<file path="src/rtl/matrix_load_seq.sv">
// matrix_load_seq: assembles two N x N matrices (x then y) from a serial
// row-major element stream and presents them to a downstream multiplier.
//
// Ports:
//   clk       - clock, all state updates on posedge
//   rst       - synchronous active-high reset
//   in_valid  - in_data carries a valid element
//   in_ready  - block accepts an element this cycle (combinational, gated by rst)
//   in_data   - element stream, M bits
//   x, y      - assembled matrices, element (i,j) at [M*(i*N+j) +: M]
//   out_valid - x and y complete and stable (registered, high exactly in FULL)
//   out_ack   - downstream consumed x/y; honoured only in FULL
module matrix_load_seq #(
  parameter int unsigned N = 3,
  parameter int unsigned M = 32
) (
  input  logic             clk,
  input  logic             rst,
  input  logic             in_valid,
  output logic             in_ready,
  input  logic [M-1:0]     in_data,
  output logic [M*N*N-1:0] x,
  output logic [M*N*N-1:0] y,
  output logic             out_valid,
  input  logic             out_ack
);

  localparam int unsigned NE = N * N;
  // A single-element matrix still needs a 1-bit index register.
  localparam int unsigned IW = (NE > 1) ? $clog2(NE) : 1;
  localparam logic [IW-1:0] LAST_IDX = IW'(NE - 1);

  typedef enum logic [1:0] {
    LOAD_X = 2'd0,
    LOAD_Y = 2'd1,
    FULL   = 2'd2
  } state_t;

  state_t        state;
  logic [IW-1:0] idx;

  // Ready whenever loading; forced low during reset so no beat is lost.
  assign in_ready = ~rst & (state != FULL);

  // Load sequencer: index, matrix storage and out_valid in one registered process.
  always_ff @(posedge clk) begin
    if (rst) begin
      state     <= LOAD_X;
      idx       <= '0;
      x         <= '0;
      y         <= '0;
      out_valid <= 1'b0;
    end else begin
      case (state)
        LOAD_X: begin
          if (in_valid) begin
            x[M*32'(idx) +: M] <= in_data;
            if (idx == LAST_IDX) begin
              idx   <= '0;
              state <= LOAD_Y;
            end else begin
              idx <= idx + IW'(1);
            end
          end
        end
        LOAD_Y: begin
          if (in_valid) begin
            y[M*32'(idx) +: M] <= in_data;
            if (idx == LAST_IDX) begin
              idx       <= '0;
              state     <= FULL;
              out_valid <= 1'b1;
            end else begin
              idx <= idx + IW'(1);
            end
          end
        end
        FULL: begin
          // Matrices are kept on ack; the next load overwrites them in place.
          if (out_ack) begin
            idx       <= '0;
            state     <= LOAD_X;
            out_valid <= 1'b0;
          end
        end
        default: begin
          idx       <= '0;
          state     <= LOAD_X;
          out_valid <= 1'b0;
        end
      endcase
    end
  end

endmodule

</file>
<file path="config.mk">
export PLATFORM = sky130hd
export DESIGN_NAME = matrix_load_seq
export DESIGN_NICKNAME = d
export VERILOG_FILES = /design/src/rtl/matrix_load_seq.sv
export SDC_FILE = /design/constraint.sdc
export NUM_CORES = 1
export LEC_CHECK = 0
export BUFFER_PORTS_ARGS = -buffer_cell sky130_fd_sc_hd__buf_4
export CAP_MARGIN = 15
export CORE_MARGIN = 5
export CORE_UTILIZATION = 40
export CTS_CLUSTER_DIAMETER = 60
export CTS_CLUSTER_SIZE = 24
export DETAILED_ROUTE_END_ITERATION = 10
export PLACE_DENSITY = 0.66
export SLEW_MARGIN = 5
export SYNTH_ARGS = -nofsm -noshare
export SYNTH_HDL_FRONTEND = slang
export SYNTH_SLANG_ARGS = --single-unit
</file>
<file path="constraint.sdc">
create_clock -name clk -period 2.2 [get_ports clk]
set_input_delay 0.11 -clock clk [delete_from_list [all_inputs] [get_ports clk]]
set_output_delay 0.11 -clock clk [all_outputs]
set_load 0.05 [all_outputs]
</file>
# Word-level counts from Yosys, hierarchy flattened
# Index checks and enable logic that the tools add are counted.
[op_classes]
div = 0
n_reduce_logical = 7
n_mul = 0
order_cmp = 0
shift = 2
n_eq_ne = 10
addsub = 2
n_bitwise = 3
muxes = 16
[op_table]
columns = ["cell", "n"]
rows = [
  ["288-bit bitwise mux", 2],
  ["32-bit by 34-bit variable shift with 288-bit output (first input constant)", 1],
  ["32-bit by 34-bit indexed part select with 288-bit output", 1],
  ["9-bit negation with 34-bit output", 1],
  ["4-bit two-way mux", 3],
  ["2-bit != test (second input constant)", 6],
  ["2-bit two-way mux", 5],
  ["4-bit case mux with 2 select lines", 1],
  ["2-bit case mux with 3 select lines", 1],
  ["2-bit AND reduction", 3],
  ["5-bit AND reduction", 1],
  ["4-bit by 1-bit adder with 4-bit output (second input constant)", 1],
  ["4-bit equality test (second input constant)", 1],
  ["4-bit AND reduction", 1],
  ["1-bit two-way mux", 3],
  ["1-bit case mux with 3 select lines", 1],
  ["2-bit by 1-bit equality test with 1-bit output (second input constant)", 1],
  ["2-bit equality test (second input constant)", 1],
  ["2-bit logical NOT", 1],
  ["2-bit by 1-bit != test with 1-bit output (second input constant)", 1],
  ["1-bit inverter", 2],
  ["2-bit OR reduction", 1],
  ["1-bit AND", 1],
]
[totals]
mem_count = 0
ff_bits = 583
output_inout_bits = 578
rom_bits = 0
mem_bits_rw = 0
latchBits = 0
inputBits = 36

# Logic depth before layout (Yosys ltp)
# Gate-level depths: netlist of the first run.
[logic_depth]
ltp_word = 4
mapped_depth = 11
ltp_nobuf = 6

# Worst setup path after synthesis of the first run
# OpenSTA, ideal clock, no wires.
[synth_timing]
path_kind = "reg-to-reg"
start = "register idx[0]"
end = "register y[130]"
stages_incl_launch_ff = 11
t_required_ns = 2.128
arrival_time_ns = 2.213
synth_period_minus_slack_ns = 2.285
path_slack_ns = -0.085
path_cell_list = "dfxtp_1 buf_2 inv_1 ha_1 buf_2 nand2b_1 a2111oi_4 and2_1 buf_4 buf_6 mux2i_1"
[synth_via]
elab_chain_cells = 3
word_cells_on_any_way = 4
cone_classes = "1 x add/sub; 2 x shift; 1 x mux"
[synth_lines]
columns = ["item", "line", "rtl"]
rows = [
  ["start: declaration", "40", "logic [IW-1:0] idx;"],
  ["start signal: assignment", "62", "idx <= idx + IW'(1);"],
  ["start signal: assignment", "74", "idx <= idx + IW'(1);"],
  ["9-bit negation with 34-bit output (*)", "68", "y[M*32'(idx) +: M] <= in_data;"],
  ["32-bit by 34-bit indexed part select with 288-bit output or 32-bit by 34-bit variable shift with 288-bit output (tied branches)", "68", ""],
  ["288-bit bitwise mux (*)", "68", ""],
  ["end signal: indexed assignment", "68", ""],
  ["end: declaration", "23", "output logic [M*N*N-1:0] y,"],
]
# Mark *: on every way between the ends. The rest lies on a longest branch, timed or not.
# A chain may end at the register's enable or synchronous reset.

# Final worst setup path of the first run
[layout_timing]
start = "register idx[0]"
end = "register x[234]"
[layout_via]
elab_chain_cells = 3
word_cells_on_any_way = 4
cone_classes = "1 x add/sub; 2 x shift; 1 x mux"
[layout_lines]
columns = ["item", "line", "rtl"]
rows = [
  ["9-bit negation with 34-bit output (*)", "57", "x[M*32'(idx) +: M] <= in_data;"],
  ["32-bit by 34-bit indexed part select with 288-bit output or 32-bit by 34-bit variable shift with 288-bit output (tied branches)", "57", ""],
  ["288-bit bitwise mux (*)", "57", ""],
  ["end signal: indexed assignment", "57", ""],
  ["end: declaration", "22", "output logic [M*N*N-1:0] x,"],
]
# Marks and branches as above.

==> out/summary.txt, run 1 <==
STATUS
-----------------------------------------------------------------------------------------------------------------
Status                                                                                               complete, no violations

PWR
-----------------------------------------------------------------------------------------------------------------
Static Leak                                                                                              13.89 nW
Internal power consumption                                                                              0.01533 W
Worst IR drop on VDD                                                                                    0.4464 mV
Fraction of power consumed by combinational cells                                                            5.5%
Switching power                                                                                        0.004937 W
Proportion of power drawn by the clock network                                                              42.4%
Switching part of the total power                                                                          24.36%
Power per Cell Area                                                                                  667.3 nW/um^2
Part of the total power dissipated in sequential elements                                                   52.1%

CLOCKING
-----------------------------------------------------------------------------------------------------------------
Clk slew on worst S/H paths                                                                               0.08 ns
Total number of clock tree sinks                                                                              583
H-tree depth                                                                                                    2
Library cell used as clock root buffer                                                                  clkbuf_16
Worst skew pair latency                                                                                   0.58 ns
Number of buffers created by CTS                                                                               44
Bufs on Longest Clock Path                                                                                      3
CTS tree                                                                                                      yes

GLOBAL ROUTE
-----------------------------------------------------------------------------------------------------------------
GRT Resource Usage Total                                                                                   25.78%
Initial antenna violation count                                                                                 3
Number of global-route vias before repair                                                                  18,680
Wire length of the first global-routing pass                                                           124,200 um
Remaining global-route overflow                                                                                 0
Maximum number of pins on one net before global-route repair                                                  175

LAYOUT
-----------------------------------------------------------------------------------------------------------------
Syn-to-layout area delta                                                                                   33.19%
Final-stage net count                                                                                       2,878
Fill cells                                                                                                  5,022
Sequential standard cell area                                                                        11,670 sq um
Multi-input logic area                                                                               10,300 sq um
Non-Filler Instances                                                                                        3,628
Layout cells sized above 1                                                                                 27.53%

DRT
-----------------------------------------------------------------------------------------------------------------
Count of nets left with antenna violations after detail routing                                                 0
WL/cell                                                                                                  23.69 um
Wirelength, routed                                                                                      85,970 um
Vias per Instance                                                                                           5.171
Number of iterations in the first detailed-routing pass                                                         5
Number of DRC violations after detailed-routing iteration 0                                                 1,284
Count of unresolved DRC violations after routing                                                                0
Via count                                                                                                  18,760

YOSYS
-----------------------------------------------------------------------------------------------------------------
Count of state elements after synthesis                                                                       583
Top post-synthesis cells by area                                                                     dfxtp_1 (51%), mux2i_1 (17%), nand2b_1 (12%), nand3b_1 (4.2%), o21ai_0 (4.0%)
Share of synthesized area occupied by flip-flops and latches                                               51.18%
Share of the synthesized area in the top cell type                                                         51.18%
Number of different library cells in the post-synthesis netlist                                                39
Mapped Avg Cell Area                                                                                  10.02 sq um
Combinational family with the most area after synthesis                                              simple AND/OR/NAND/NOR gates
Syn_nets                                                                                                    2,315
Compound-Gate Fraction of Synth Area                                                                       4.818%
Xor-xnor portion of the synthesized cell area                                                            0.07682%
Async set-reset flop share out of synthesis                                                                    0%
Post-Syn Instances                                                                                          2,275
Post-synthesis cell area                                                                             22,800 sq um
Most common cell in the synthesized netlist                                                               dfxtp_1
Arithmetic-cell share of the synthesized area counting full adders, half adders and majority gates        0.2195%
Number of synthesis warnings                                                                                    0
Primary flip-flop cell chosen by synthesis mapping                                                        dfxtp_1
Multiplexer share of the synthesized area                                                                  16.90%
EDFF count, synth                                                                                               0
Synth Area in Simple Gates                                                                                 22.64%
Synth area leader                                                                                         dfxtp_1
Synth top cells by count                                                                             dfxtp_1 (583), nand2b_1 (452), mux2i_1 (385)

WORST SETUP PATH
-----------------------------------------------------------------------------------------------------------------
Category of the worst setup path launch point                                                           flip-flop
Slowest Stage Delay on Critical Path                                                                      0.42 ns
Cell repeated most along the worst path                                                                     buf_4
Worst EP arrival                                                                                          2.54 ns
Required time reported for the critical path endpoint                                                     2.66 ns
Capturing element type of the critical path                                                             flip-flop
Worst-path cell with the longest stage delay                                                                 ha_2
Series of cell instances along the critical path                                                     nor3_1 -> ha_2 -> nand4bb_1 -> buf_4 -> a211oi_4 -> buf_4 -> buf_6 -> o21ai_0
CP max FO                                                                                                      16
Critical path class                                                                                    reg -> reg

PLACE
-----------------------------------------------------------------------------------------------------------------
Number of placed cells counting well taps                                                                   3,505
Final RePlAce weighted congestion                                                                          0.8488
Detailed placer's ending HPWL                                                                           58,010 um
Port buffer count                                                                                             613

TIMING
-----------------------------------------------------------------------------------------------------------------
Setup-violating endpoint count in the final report                                                              0
Minimum period implied by the final worst setup slack                                                    2.073 ns
Fmax                                                                                                    482.3 MHz
Worst-margin pin slew                                                                                   0.5891 ns
Max-slew violations                                                                                             0
Final setup skew                                                                                       0.02360 ns
Crit share post-route                                                                                      94.24%
RSZ-0062 raised after global routing                                                                           no
Worst rel slew slack                                                                                       60.73%
Total negative slack                                                                                         0 ns
Final count of hold timing violations                                                                           0

FLOORPLANNING
-----------------------------------------------------------------------------------------------------------------
Horizontal die dimension                                                                                 248.8 um
Die area                                                                                             61,880 sq um
I/O pin count                                                                                                 614
Vertical die dimension                                                                                   248.8 um
Row count                                                                                                      87
Core area                                                                                            56,390 sq um
Initial core utilization                                                                                   40.44%

FLOW RUN
-----------------------------------------------------------------------------------------------------------------
Maximum capacitance violations                                                                                  0

HOLD PATH
-----------------------------------------------------------------------------------------------------------------
Type of the most critical hold path                                                                     in -> reg

critical path: cells and delay by family, from the launching register on:
kind,cells,cell delay [ns]
AOI/OAI and AO/OA,2,0.32
and+or+nand+nor,2,0.26
DFF,1,0.37
adders and majority gates,1,0.42
buffers and inverters,3,0.59
per-stage QoR:
| step | setup slack (ns) | hold slack (ns) | utilization [%] | power, W | instance area [sq um] |
|---|---|---|---|---|---|
| finish | 0.1268 | 0.09024 | 53.86 | 0.02027 | 30370 |
| global route | 0.01478 | 0.08945 | 53.85 | 0.02093 | 30370 |
| CTS | 0.02471 | 0.04221 | 53.48 | 0.02039 | 30160 |
| detailed placement | 0.03208 | 0.4007 | 50.19 | 0.01184 | 28300 |
| global placement | 0.1326 | 0.3873 | 50.19 | 0.01183 | 28300 |
| floorplan | 0.01920 | 0.2404 | - | 0.01141 | 22810 |
worst paths after layout:
kind / start / endpoint / slack, ns / cells past startpoint
max: idx[0] / x[234] / 0.13 / 8
min: rst / x[24] / 0.09 / 3
max reg2reg: idx[0] / x[234] / 0.13 / 8
min reg2reg: out_valid / out_valid / 0.46 / 2
state kept, by name, summed over array words and instances, names as in the netlist:
signal,flops
state,2
idx,4
x,288
y,288
out_valid,1
cells in the final DEF, fill, tap and decap left out, types with 7 or more instances in the layout:
cell and instances:
a21oi_1 9, buf_12 27, buf_4 647, clkbuf_16 50, dfxtp_1 582, dlygate4sd3_1 34, inv_1 7, mux2i_1 384
nand2_1 189, nand2_2 10, nand2b_1 451, nand3_1 66, nand3b_1 129, o21ai_0 184, o21ai_1 10
layout make-up:
type                    count  share of cell area (%)
flip-flops and latches    583                   38.43
multi-input cells        1485                   33.93
repair buffers            717                   19.47
clock buffers              50                   3.869
well taps                 756                   3.115
clock inverters            28                   1.088
inverters                   7                 0.08652
diodes                      2                 0.01648
kinds of logic after synthesis:
group	count (synthesis)
flops	583
compound gates	209
simple gates	885
xor+xnor	2
fa+ha+maj	4
mux	385
buf+inv	207
per-layer routing:
layer	up-vias	wire (um)	track usage, %
met3	178	6617	7.381
met4	2	4246	10.78
met5	-	13	0
met1	9153	35870	32.79
li1	8723	-	-
met2	705	39220	41.27
power by group through the flow:
stage,sequential [W],clock (W),combinational (W)
finish,0.0106,0.00859,0.00111
global route,0.0106,0.00920,0.00116
CTS,0.0106,0.00874,0.00108
detailed placement,0.0108,0,0.00102
global placement,0.0108,0,0.00101
floorplan,0.0109,0,0.000549
timing repair:
item,4_1_cts,5_1_grt
endpoints found under the hold margin,313,0
endpoints found under the setup margin,2,356
gates resized for setup,2,11
buffers inserted,0,3
pin swaps,0,5
hold buffers,34,0
cloned,0,6
No activity file was read; power rests on OpenSTA's default activity.
==> inputs of run 2 (changes only) <==
--- a/config.mk
+++ b/config.mk
@@ -6,13 +6,14 @@
 export NUM_CORES = 1
 export LEC_CHECK = 0
 export BUFFER_PORTS_ARGS = -buffer_cell sky130_fd_sc_hd__buf_4
-export CAP_MARGIN = 15
+export CORE_ASPECT_RATIO = 0.9
 export CORE_MARGIN = 5
 export CORE_UTILIZATION = 40
 export CTS_CLUSTER_DIAMETER = 60
 export CTS_CLUSTER_SIZE = 24
 export DETAILED_ROUTE_END_ITERATION = 10
 export PLACE_DENSITY = 0.66
+export REMOVE_ABC_BUFFERS = 1
 export SLEW_MARGIN = 5
 export SYNTH_ARGS = -nofsm -noshare
 export SYNTH_HDL_FRONTEND = slang
==> run 2 against run 1 <==
Effect of this change: register-to-register slack worse by 0.07 ns; worst setup slack got worse by 0.070 ns; cell area shrank 0.36%; global-route usage shrank 0.35 points; non-clock buffer count fell by 10; largest cell class unchanged; combinational power about the same; via count decreased by 0.15%.
==> out/summary.txt, run 2 (synthesis results as in run 1) <==
WORST SETUP PATH
--------------------------------------------------------------------------------
Capturing element type of the critical path                            flip-flop
Critical path class                                                   reg -> reg
Worst-path cell with the longest stage delay                             a211o_2
Series of cell instances along the critical path                    nor3_1 -> ha_2 -> nand4b_1 -> a211o_2 -> buf_12 -> nand3b_1 -> o21ai_0
CP max FO                                                                     64
R2R setup slack                                                          0.06 ns
Worst EP arrival                                                         2.59 ns
Stages on worst setup path                                                     7
Worst-case reg-to-reg path depth                                               7
Critical path destination                                                 y[180]
Critical register-to-register path startpoint                             idx[0]
Slowest Stage Delay on Critical Path                                     0.38 ns
Required time reported for the critical path endpoint                    2.65 ns
End of the worst register-to-register path                                y[180]
Combined buffer and inverter count along the critical path                     1
Kind of cell with the highest combined delay on the critical path   simple AND/OR/NAND/NOR gates
Category of the worst setup path launch point                          flip-flop
Origin of the worst setup path                                            idx[0]

PWR
--------------------------------------------------------------------------------
Proportion of power drawn by the clock network                             42.4%
Fraction of power consumed by combinational cells                           5.5%
Part of the total power dissipated in sequential elements                  52.1%
Power per Cell Area                                                 670.0 nW/um^2
Switching part of the total power                                         24.60%
Total power                                                            0.02027 W
Worst IR drop on VDD                                                   0.6450 mV
Internal power consumption                                             0.01529 W
Static Leak                                                             13.83 nW
Switching power                                                       0.004987 W

LAYOUT
--------------------------------------------------------------------------------
Total non-filler cell area in the finished layout                   30,260 sq um
Final design utilization                                                  53.27%
Final-stage net count                                                      2,866
Most common cell after layout, fill and taps aside                         buf_4
Leading cell types in the layout, fill and taps excluded            buf_4 (640), dfxtp_1 (581), nand2b_1 (452), mux2i_1 (385), nand2_1 (189)
Non-Filler Instances                                                       3,623
Largest registers ranked by flip-flop count                         x: 288 flops, y: 288 flops, idx: 4 flops
Diodes inserted                                                                0
Layout cells sized above 1                                                27.22%
Syn-to-layout area delta                                                  32.70%

GLOBAL ROUTE
--------------------------------------------------------------------------------
Maximum number of pins on one net before global-route repair                 234
Wire length of the first global-routing pass                          120,400 um
Remaining global-route overflow                                                0
GRT Resource Usage Total                                                  25.43%
Number of global-route vias before repair                                 18,570
Initial antenna violation count                                                2

PLACE
--------------------------------------------------------------------------------
Number of placed cells counting well taps                                  3,504
Instance area at placement                                          28,230 sq um
Worst setup slack after placement                                    -0.02412 ns
Detailed placer's ending HPWL                                          56,440 um
Port buffer count                                                            613
Final RePlAce weighted congestion                                         0.8577

FLOW RUN
--------------------------------------------------------------------------------
Maximum capacitance violations                                                 0

CLOCKING
--------------------------------------------------------------------------------
Number of buffers created by CTS                                              42
Clk slew on worst S/H paths                                              0.09 ns
Bufs on Longest Clock Path                                                     3
Worst skew pair latency                                                  0.57 ns
Total number of clock tree sinks                                             583
Library cell used as clock root buffer                                 clkbuf_16
H-tree depth                                                                   2
CTS tree                                                                     yes

DRT
--------------------------------------------------------------------------------
Number of DRC violations after detailed-routing iteration 0                1,456
Wirelength, routed                                                     85,150 um
Vias per Instance                                                          5.170
Met1 routed wirelength after detailed routing                          34,260 um
Count of nets left with antenna violations after detail routing                0
Routed wire length on met2                                             40,420 um
Count of unresolved DRC violations after routing                               0
Top routing layer in use                                                    met5
DR WL met3                                                               6996 um
WL/cell                                                                 23.50 um
Via count                                                                 18,730
Number of iterations in the first detailed-routing pass                        5

TIMING
--------------------------------------------------------------------------------
Setup WS post-layout                                                  0.05665 ns
Fmax                                                                   466.6 MHz
Worst-margin pin slew                                                  0.8871 ns
Final setup skew                                                      0.01773 ns
Worst rel slew slack                                                      40.86%
Final count of hold timing violations                                          0
Setup-violating endpoint count in the final report                             0
Minimum period implied by the final worst setup slack                   2.143 ns
Max-slew violations                                                            0
Crit share post-route                                                     97.43%

STATUS
--------------------------------------------------------------------------------
Status                                                              complete, no violations

HOLD PATH
--------------------------------------------------------------------------------
WHS Path Cells                                                                 5
Type of the most critical hold path                                    in -> reg

FLOORPLANNING
--------------------------------------------------------------------------------
Initial core utilization                                                  40.14%
Horizontal die dimension                                                261.7 um
I/O pin count                                                                614
Core area                                                           56,810 sq um
Row count                                                                     83
Vertical die dimension                                                  236.5 um
Die area                                                            61,890 sq um

[run 2: cell count changes in the layout (fill, tap and decap cells not counted), sizes merged]
cell	previous run	this run
buf	678	669
bufinv	3	4
clkbuf	55	49
clkinv	7	10
clkinvlp	6	4
diode	2	0
dlygate4sd3	34	35
[run 2: stage by stage]
step                setup TNS [ns]  hold WS, ns
floorplan                  -853.24       0.1791
global placement           -0.2332       0.3780
detailed placement        -0.03249       0.3998
CTS                              0       0.4101
global route             -0.006285       0.4567
finish                           0       0.4591
[run 2: metal layers]
layer / vias up / global-route usage [%]
li1: 8706 / -
met1: 9206 / 31.35
met2: 663 / 42.46
met3: 155 / 7.122
met4: 2 / 9.379
met5: - / 0
[run 2: power groups by stage]
| stage | logic, W | clock network (W) | registers [W] |
|---|---|---|---|
| 2_1_floorplan | 0.000375 | 0 | 0.0109 |
| 3_3_place_gp | 0.00101 | 0 | 0.0108 |
| 3_5_place_dp | 0.00102 | 0 | 0.0108 |
| 4_1_cts | 0.00108 | 0.00876 | 0.0106 |
| 5_1_grt | 0.00116 | 0.00919 | 0.0106 |
| 6_report | 0.00111 | 0.00859 | 0.0106 |
[run 2: worst min path at each step]
stage          endpoint     from  slack [ns]
2_1_floorplan    idx[1]      rst        0.18
3_3_place_gp   state[1]  out_ack        0.38
3_5_place_dp   state[1]  out_ack        0.40
4_1_cts        state[1]  out_ack        0.41
5_1_grt        state[1]  out_ack        0.46
6_report       state[1]  out_ack        0.46
[run 2: what timing repair did]
action | CTS | global route
setup endpoints to repair | 8 | 241
cloned | 0 | 4
buffers inserted | 0 | 4
hold buffers | 35 | 0
hold endpoints to repair | 371 | 0
resized for setup | 3 | 15
pin swaps | 0 | 6
[run 2: tightest hold or removal path, stage by stage]
cell,delay (ns)
dlygate4sd3_1,0.58
buf_4,0.13
nor2_1,0.03
nand2_1,0.05
a21oi_1,0.06
[run 2: area by class of cell]
cell class / instances / area (sq um)
Fill cell: 5094 / 26550
Clock buffer: 46 / 1097
Tap cell: 765 / 957.2
Clock inverter: 30 / 421.7
Multi-Input combinational cell: 1485 / 10310
Timing Repair Buffer: 707 / 5774
Inverter: 7 / 26.28
Sequential cell: 583 / 11670
